### src/rtl/noc_output_allocator_if.sv
// noc_output_allocator_if: request/grant/credit bundle between the input ports and one output allocator
interface noc_output_allocator_if #(parameter int TO_W = 12);
  logic [4:0] req;
  logic [4:0] tail;
  logic credit_in;
  logic [TO_W-1:0] timeout_len;
  logic [4:0] grant;
  logic xfer;
  logic [2:0] credit_cnt;
  logic timesup;
  logic err;
  modport master(output req, tail, credit_in, timeout_len, input grant, xfer, credit_cnt, timesup, err);
  modport slave(input req, tail, credit_in, timeout_len, output grant, xfer, credit_cnt, timesup, err);
endinterface

### src/rtl/noc_output_allocator.sv
// noc_output_allocator: packet-level round-robin output allocator with credits; stall watchdog built when NOC_ALLOC_TIMEOUT_EN is defined
module noc_output_allocator #(
  parameter int CREDITS = 4,
  parameter int TO_W = 12
) (
  input logic clk,
  input logic rst,
  noc_output_allocator_if.slave bus
);
  typedef enum logic {IDLE, BUSY} state_t;
  state_t st;
  logic [2:0] own, rr, pick, idx, nxt, cnt;
  logic [3:0] s;
  logic [4:0] grant;
  logic xfer, to_hit, ts, err;
  assign nxt = own == 3'd4 ? 3'd0 : own + 3'd1;
  assign xfer = st == BUSY && bus.req[own] && cnt != 3'd0;
  assign bus.grant = grant;
  assign bus.xfer = xfer;
  assign bus.credit_cnt = cnt;
  assign bus.timesup = ts;
  assign bus.err = err;
  // first requester at or after rr, wrapping mod 5; descending scan lets the nearest one win
  always_comb begin
    pick = '0;
    s = '0;
    idx = '0;
    for (int k = 4; k >= 0; k--) begin
      s = {1'b0, rr} + 4'(k);
      idx = s >= 4'd5 ? 3'(s - 4'd5) : s[2:0];
      if (bus.req[idx]) pick = idx;
    end
  end
  // grant ownership: held from head until tail transfer or watchdog revoke
  always_ff @(posedge clk) begin
    if (rst) begin
      st <= IDLE;
      grant <= '0;
      own <= '0;
      rr <= '0;
    end else if (st == IDLE) begin
      if (|bus.req) begin
        st <= BUSY;
        own <= pick;
        grant <= 5'b1 << pick;
      end
    end else if ((xfer && bus.tail[own]) || to_hit) begin
      st <= IDLE;
      grant <= '0;
      rr <= nxt;
    end
  end
  // downstream credit counter; a return while full is flagged and dropped
  always_ff @(posedge clk) begin
    if (rst) begin
      cnt <= 3'(CREDITS);
      err <= 1'b0;
    end else if (xfer && !bus.credit_in) begin
      cnt <= cnt - 3'd1;
    end else if (bus.credit_in && !xfer) begin
      if (cnt == 3'(CREDITS)) err <= 1'b1;
      else cnt <= cnt + 3'd1;
    end
  end
`ifdef NOC_ALLOC_TIMEOUT_EN
  logic [TO_W-1:0] sc;
  assign to_hit = st == BUSY && !xfer && bus.timeout_len != '0 && sc == bus.timeout_len;
  // stall counter counts granted cycles without a transfer; revoke pulse is registered
  always_ff @(posedge clk) begin
    if (rst || st == IDLE || xfer) sc <= '0;
    else sc <= sc + 1'b1;
    ts <= !rst && to_hit;
  end
`else
  logic unused_timeout;
  assign unused_timeout = ^bus.timeout_len;
  assign to_hit = 1'b0;
  assign ts = 1'b0;
`endif
endmodule
### src/flat_wrapper.sv
// flat-port wrapper written by rule: the top's interface ports become plain ports
module noc_output_allocator_flat 
#(
  parameter int CREDITS = 4,
  parameter int TO_W = 12
)
  (clk, rst, bus_req, bus_tail, bus_credit_in, bus_timeout_len, bus_grant, bus_xfer, bus_credit_cnt, bus_timesup, bus_err);
  noc_output_allocator_if #(.TO_W(TO_W)) bus_i ();
  input logic clk;
  input logic rst;
  input wire logic [$bits(bus_i.req)-1:0] bus_req;
  input wire logic [$bits(bus_i.tail)-1:0] bus_tail;
  input wire logic [$bits(bus_i.credit_in)-1:0] bus_credit_in;
  input wire logic [$bits(bus_i.timeout_len)-1:0] bus_timeout_len;
  output wire logic [$bits(bus_i.grant)-1:0] bus_grant;
  output wire logic [$bits(bus_i.xfer)-1:0] bus_xfer;
  output wire logic [$bits(bus_i.credit_cnt)-1:0] bus_credit_cnt;
  output wire logic [$bits(bus_i.timesup)-1:0] bus_timesup;
  output wire logic [$bits(bus_i.err)-1:0] bus_err;
  assign bus_i.req = bus_req;
  assign bus_i.tail = bus_tail;
  assign bus_i.credit_in = bus_credit_in;
  assign bus_i.timeout_len = bus_timeout_len;
  assign bus_grant = bus_i.grant;
  assign bus_xfer = bus_i.xfer;
  assign bus_credit_cnt = bus_i.credit_cnt;
  assign bus_timesup = bus_i.timesup;
  assign bus_err = bus_i.err;
  noc_output_allocator #(.CREDITS(CREDITS), .TO_W(TO_W)) u_core (.clk(clk), .rst(rst), .bus(bus_i));
endmodule
### config.mk
export PLATFORM = sky130hd
export DESIGN_NAME = noc_output_allocator_flat
export DESIGN_NICKNAME = d
export VERILOG_FILES = /design/src/rtl/noc_output_allocator_if.sv /design/src/rtl/noc_output_allocator.sv /design/src/flat_wrapper.sv
export SDC_FILE = /design/constraint.sdc
export NUM_CORES = 1
export LEC_CHECK = 0
export CORE_UTILIZATION = 48
export DETAILED_ROUTE_END_ITERATION = 12
export PLACE_DENSITY = 0.77
export SETUP_SLACK_MARGIN = 0.4
export SKIP_LAST_GASP = 1
export SLEW_MARGIN = 20
export SYNTH_ARGS = -nofsm -noshare
export SYNTH_HDL_FRONTEND = slang
export SYNTH_SLANG_ARGS = --single-unit
### constraint.sdc
create_clock -name clk -period 3.3 [get_ports clk]
set_input_delay 0.33 -clock clk [delete_from_list [all_inputs] [get_ports clk]]
set_output_delay 0.33 -clock clk [all_outputs]
set_load 0.01 [all_outputs]
==> results_dict.tcl, run 1 <==
set metrics [dict create \
    tritoncts "yes" \
    ff2ff_setup_slack_ps 200 \
    max-cap-violations 0 \
    ys_warn_count 0 \
    grt_max_degree 21 \
    clock-sinks 16 \
    avgSynthCellArea_um2 7.91 \
    routed_wl_um 5200 \
    worstMarginPinSlew_ps 685 \
    timing.final.crit_period_ps 3100 \
    wl_per_cell_um 15.7 \
    synthFlopType "dfxtp_1" \
    r2r-end "u_core.bus.grant[3]" \
    fill_cells 270 \
    antenna_found_initial 0 \
    fin_util_pct 68.8 \
    hold_violations 0 \
    die_w_um 65.5 \
    num_antenna_cells 0 \
    drtPass1Iterations 4 \
    finalWeightedCongestion 0.949 \
    dp.cells 320 \
    port-buffer-count 22 \
    drc_errors 0 \
    core_um2 3770 \
    relSlewSlack_pct 54.2 \
    clock_latency_ps 260 \
    synth_edf_count 0 \
    cp-end-kind "register" \
    hpwl_um 3670 \
    rr_worst_depth 12 \
    maxSlewViolCount 0 \
    drive_above_1_share_pct 27.7 \
    cts_buffer_depth 2 \
    hp-class "reg -> reg" \
    rsz0062_at_grt "true" \
    path_class "reg -> reg" \
    areaGrowthSynthToFinish_pct 33.9 \
    cts_root_buf "clkbuf_8" \
    startpoint_type "register" \
    rows 22 \
    cts_buffers 3 \
    io_pins 36 \
    status "finished, final reports clean" \
    fin_skew_ps 3.47 \
    cp.arrival_ps 3260 \
    setup_viol 0 \
    final_nets 323 \
    postRouteAntennaNets 0 \
    start_util_pct 51.4 \
    fmax_mhz 322 \
    dieArea_um2 4290 \
    synthArstFlopShare_pct 0 \
    cp_max_fo 3 \
    htree_levels 1 \
    syn-num-nets 285 \
    gr-total-overflow 0 \
    min_period_over_period_pct 94.0 \
    path_clk_slew_ps 60 \
    grt_pass1_vias 1735 \
    die_h_um 65.5 \
    finalPower_uw 1200 \
    timing.rr.start "u_core.rr[0]" \
    track_usage_pct 25.3 \
    cellPowerDensity_nw_per_um2 462 \
    drt_iter0_drc 166 \
    crit_required_ps 3460 \
    ir_drop_v 0.000334 \
    leakage_uw 0.000979 \
    post_synth_num_cell_types 59 \
    min_delay_path_depth 2 \
    syn_inst 245 \
    ys_ff_latch 16 \
    vias 2026 \
    viasPerCell 6.14 \
    syn_area_um2 1940 \
    final.setup.tns_ps 0 \
    grt_pass1_wl_um 8270 \
    hold_start "u_core.bus.grant[4]" \
    ctsHoldBuffers 0 \
    yosysSeqAreaShare_pct 16.5 \
    hold_end "u_core.bus.grant[4]" \
    fin_cells 330 \
]
## cell usage in the layout (no fill, tap or decap), types with 5 or more instances in the layout
| master | instances |
|---|---|
| buf_4 | 25 |
| nand2b_1 | 7 |
| ha_1 | 6 |
| nor2_1 | 18 |
| nor3_1 | 7 |
| o21ai_0 | 10 |
| a21oi_1 | 22 |
| dfxtp_1 | 13 |
| ha_2 | 5 |
| mux4_2 | 6 |
| nand3b_1 | 5 |
| nand2_1 | 14 |
| clkdlybuf4s50_1 | 22 |
| inv_1 | 14 |
| nand3_1 | 5 |
| mux2i_1 | 9 |
## worst max-delay path by stage
stage,to,from,depth (start not counted),slack (ps)
final,u_core.bus.grant[3],u_core.rr[0],12,200
after global routing,u_core.bus.grant[3],u_core.rr[0],12,110
after floorplan,u_core.own[0],u_core.rr[0],12,110
after global placement,u_core.own[0],bus_req[3],9,100
after detailed placement,u_core.own[0],bus_req[3],9,80
after CTS,u_core.bus.grant[3],u_core.rr[0],12,230
## stage by stage
step / cell area (µm²) / hold WS, ps / setup WS, ps
floorplan: 1980 / 476 / 110
global placement: 2320 / 442 / 104
detailed placement: 2320 / 449 / 75.3
CTS: 2480 / 462 / 227
global route: 2590 / 492 / 107
finish: 2590 / 463 / 198
## layout make-up
cell class | count | area (µm²) | area share, %
multi-input cells | 199 | 1670 | 64.5
repair buffers | 48 | 419 | 16.2
flip-flops and latches | 16 | 327 | 12.6
inverters | 15 | 60.1 | 2.32
well taps | 48 | 60.1 | 2.32
clock buffers | 4 | 55.1 | 2.12
## registers in the layout, indices dropped and copies added (netlist names)
register,count
u_core.bus.grant,5
u_core.bus.credit_cnt,3
u_core.own,3
u_core.rr,3
u_core.bus.err,1
u_core.st,1
## cells by family (layout without fill, tap and decap cells)
| kind of cell | after synthesis | in the layout | synth area share (%) |
|---|---|---|---|
| AND/OR/NAND/NOR | 85 | 85 | 24.2 |
| buffers and inverters | 30 | 67 | 6.78 |
| multiplexers | 15 | 15 | 11.6 |
| flip-flops | 16 | 16 | 16.5 |
| other | 1 | 1 | 0.194 |
| AO/OA/AOI/OAI | 78 | 78 | 27.9 |
| adder cells (fa/ha/maj) | 15 | 15 | 10.5 |
| XOR/XNOR | 5 | 5 | 2.26 |
## what timing repair did
action / CTS / global route
setup endpoints to repair: 6 / 10
pin swaps: 1 / 1
buffers inserted: 4 / 2
gates resized for setup: 14 / 21
## synth_stat cells (5+ instances only)
library cell	n	area (µm²)
inv_1	15	56.3
nor2_1	20	75.1
dfxtp_1	16	320
nand2_1	14	52.6
mux2i_1	9	90.1
nand2b_1	8	50.1
o31ai_1	5	37.5
nand3b_1	5	37.5
o21ai_0	11	55.1
a211oi_1	9	67.6
mux4_2	6	135
clkbuf_1	5	18.8
ha_1	13	163
nand3_1	5	25.0
a21oi_1	22	110
nor3_1	9	45.0
## power by group
part           leakage, µW  switching, µW  total (µW)  internal [µW]
Combinational     0.000818            383         762            378
Clock            0.0000288           71.0         177            106
Sequential        0.000132           37.8         260            222
Total             0.000979            492        1200            707
## worst max-delay path: stages, from the launching register on
cell and delay (ps):
dfxtp_4 360, clkinvlp_4 120, ha_2 210, inv_1 60, fa_2 420, o21ba_2 260
nor2_2 50, o211a_1 150, or4_4 530, a211oi_2 200, a31oi_1 150, nand2b_4 180
o41ai_2 300
## per-layer routing
layer  vias to the layer above  global-route usage [%]  part of all wire [%]
li1                        990                       -                     -
met1                       946                    34.0                    46
met2                        82                    41.6                    46
met3                         8                    4.17                   5.9
met4                         0                    6.79                   1.5
met5                         -                       0                     0
Power figures use the tool's default switching activity.
==> run 2, diff against run 1 <==
--- a/config.mk
+++ b/config.mk
@@ -5,6 +5,7 @@
 export SDC_FILE = /design/constraint.sdc
 export NUM_CORES = 1
 export LEC_CHECK = 0
+export CAP_MARGIN = 20
 export CORE_UTILIZATION = 48
 export DETAILED_ROUTE_END_ITERATION = 12
 export PLACE_DENSITY = 0.77
==> constraint.sdc (replaced) <==
create_clock -name clk -period 2.5 [get_ports clk]
set_input_delay 0.25 -clock clk [delete_from_list [all_inputs] [get_ports clk]]
set_output_delay 0.25 -clock clk [all_outputs]
set_load 0.01 [all_outputs]
==> run 2 against run 1 <==
The run now ends with setup timing left. Total power up 55%. Die area unchanged. Register-to-register slack worse by 850 ps. Design area up 16%. Worst setup slack worse by 850 ps. Flip-flop and latch count unchanged. Via count up 18%. Count of clock-buffer cells in the layout unchanged. Worst hold slack better by 8.6 ps. Clock power up 38%. Wire length up 37%. Global-route usage up 5.9 points. Critical endpoint is now u_core.own[0].
==> results_dict.tcl, run 2 (synthesis gave the netlist of run 1 again) <==
set metrics [dict create \
    status "complete, but fails checks" \
    drive_above_1_share_pct 39.8 \
    fin_cells 377 \
    tritoncts "yes" \
    hpwl_um 4510 \
    rr_worst_depth 10 \
    fin_skew_ps 4.38 \
    r2r-end "u_core.own[0]" \
    cts_buffer_depth 2 \
    startpoint_type "register" \
    cts_buffers 3 \
    regMostFlops "u_core.bus.grant" \
    fin_util_pct 79.9 \
    final_common_cell "buf_4" \
    rsz0062_at_grt "true" \
    finalPower_uw 1860 \
    multi_input_comb_area_um2 1730 \
    postRouteAntennaNets 0 \
    vias 2394 \
    max-cap-violations 0 \
    clock-sinks 16 \
    ff_latch_area_um2 323 \
    num_antenna_cells 0 \
    track_usage_pct 31.2 \
    worstMarginPinSlew_ps 741 \
    grt_pass1_vias 2186 \
    areaGrowthSynthToFinish_pct 55.6 \
    leakage_uw 0.00126 \
    final_nets 370 \
    routed_wl_um 7140 \
    fill_cells 220 \
    port-buffer-count 22 \
    grt_pass1_wl_um 10200 \
    core_um2 3770 \
    cts_root_buf "clkbuf_8" \
    drc_errors 0 \
    die_h_um 65.5 \
    fin_hold_ws_ps 471 \
    viasPerCell 6.35 \
    start_util_pct 51.4 \
    ff2ff_setup_slack_ps -650 \
    path_cells "clkinvlp_4 > ha_4 > mux4_2 > nor3b_4 > a211oi_4 > or4b_4 > o221a_1 > o211a_1 > or3_1 > a21oi_2" \
    fmax_mhz 317 \
    maxSlewViolCount 0 \
    antenna_found_initial 0 \
    wl_per_cell_um 18.9 \
    dpl_cell_area_um2 2670 \
    cp-end-kind "register" \
    grt_max_degree 19 \
    hold_violations 0 \
    fin_ws_ps -653 \
    critPathMaxStageDelay_ps 490 \
    setup_viol 9 \
    timing.rr.start "u_core.rr[0]" \
    path_class "reg -> reg" \
    io_pins 36 \
    timing.final.crit_period_ps 3150 \
    ir_drop_v 0.000469 \
    dieArea_um2 4290 \
    clock_latency_ps 260 \
    largest_reg_flops 5 \
    rows 22 \
    path_clk_slew_ps 70 \
    relSlewSlack_pct 50.4 \
    dp.cells 362 \
    crit_path_start "u_core.rr[0]" \
    finalWeightedCongestion 0.936 \
    drt_iter0_drc 251 \
    min_period_over_period_pct 126 \
    gr-total-overflow 0 \
    critPathSlowestCell "or4b_4" \
    final_cell_mix "buf_4, clkdlybuf4s50_1, nor2_1, a21oi_1" \
    cp_max_fo 4 \
    drtPass1Iterations 5 \
    crit_required_ps 2680 \
    die_w_um 65.5 \
    cp.arrival_ps 3340 \
    fin_area_um2 3010 \
    worstSetupEndpoint "u_core.own[0]" \
    cellPowerDensity_nw_per_um2 618 \
    violations "setup timing" \
    htree_levels 1 \
    hp-class "reg -> reg" \
]
==> run 2: changes by cell type in the layout (fill, tap and decap cells not counted), moves of 4 or more <==
cell	before	now
buf_6	1	5
ha_2	5	1
a21oi_1	22	18
buf_4	25	68
a21oi_2	1	5
==> run 2: worst min-delay path by stage <==
stage / endpoint / cells after the start / slack (ps) / startpoint
floorplan: u_core.bus.grant[4] / 2 / 480 / u_core.bus.grant[4]
global route: u_core.bus.grant[4] / 2 / 500 / u_core.bus.grant[4]
detailed placement: u_core.bus.grant[4] / 2 / 460 / u_core.bus.grant[4]
global placement: u_core.bus.grant[4] / 2 / 440 / u_core.bus.grant[4]
CTS: u_core.bus.grant[4] / 2 / 470 / u_core.bus.grant[4]
finish: u_core.bus.grant[4] / 2 / 470 / u_core.bus.grant[4]
==> run 2: worst max-delay path: cells and delay by family (launching register included) <==
family / cells / cell delay (ps)
compound gates: 4 / 840
fa+ha+maj: 1 / 340
buf+inv: 1 / 160
flops: 1 / 350
mux: 1 / 330
simple gates: 3 / 1050
==> run 2: timing repair <==
item / CTS / global route
setup endpoints to repair: 17 / 17
hold endpoints to repair: 0 / 0
buffers inserted: 7 / 4
pin swaps: 12 / 12
hold buffers: 0 / 0
resized for setup: 30 / 16
==> run 2: where the power goes <==
part	switching [µW]	total, µW	leakage, µW	internal, µW
sequential	48.0	341	0.000132	293
combinational	628	1280	0.00110	649
clock	105	245	0.0000288	140
total	781	1860	0.00126	1080
==> run 2: per-stage QoR <==
step | TNS [ps] | setup slack (ps)
floorplan | -3300 | -690
global placement | -4660 | -555
detailed placement | -5570 | -700
CTS | -3840 | -541
global route | -5330 | -710
finish | -4310 | -653
==> run 2: metal layers <==
metal / global-route usage [%] / part of all wire [%] / up-vias
li1: - / - / 1082
met1: 40.0 / 41 / 1139
met2: 52.2 / 48 / 147
met3: 5.56 / 8.1 / 26
met4: 10.6 / 2.4 / 0
met5: 0 / 0 / -
==> run 2: cell type report <==
class / instances / area share (%)
tap: 48 / 1.99
clock buffer: 4 / 1.83
multi-input combinational: 199 / 57.3
timing repair buffer: 95 / 26.2
sequential: 16 / 10.7
inverter: 15 / 1.99
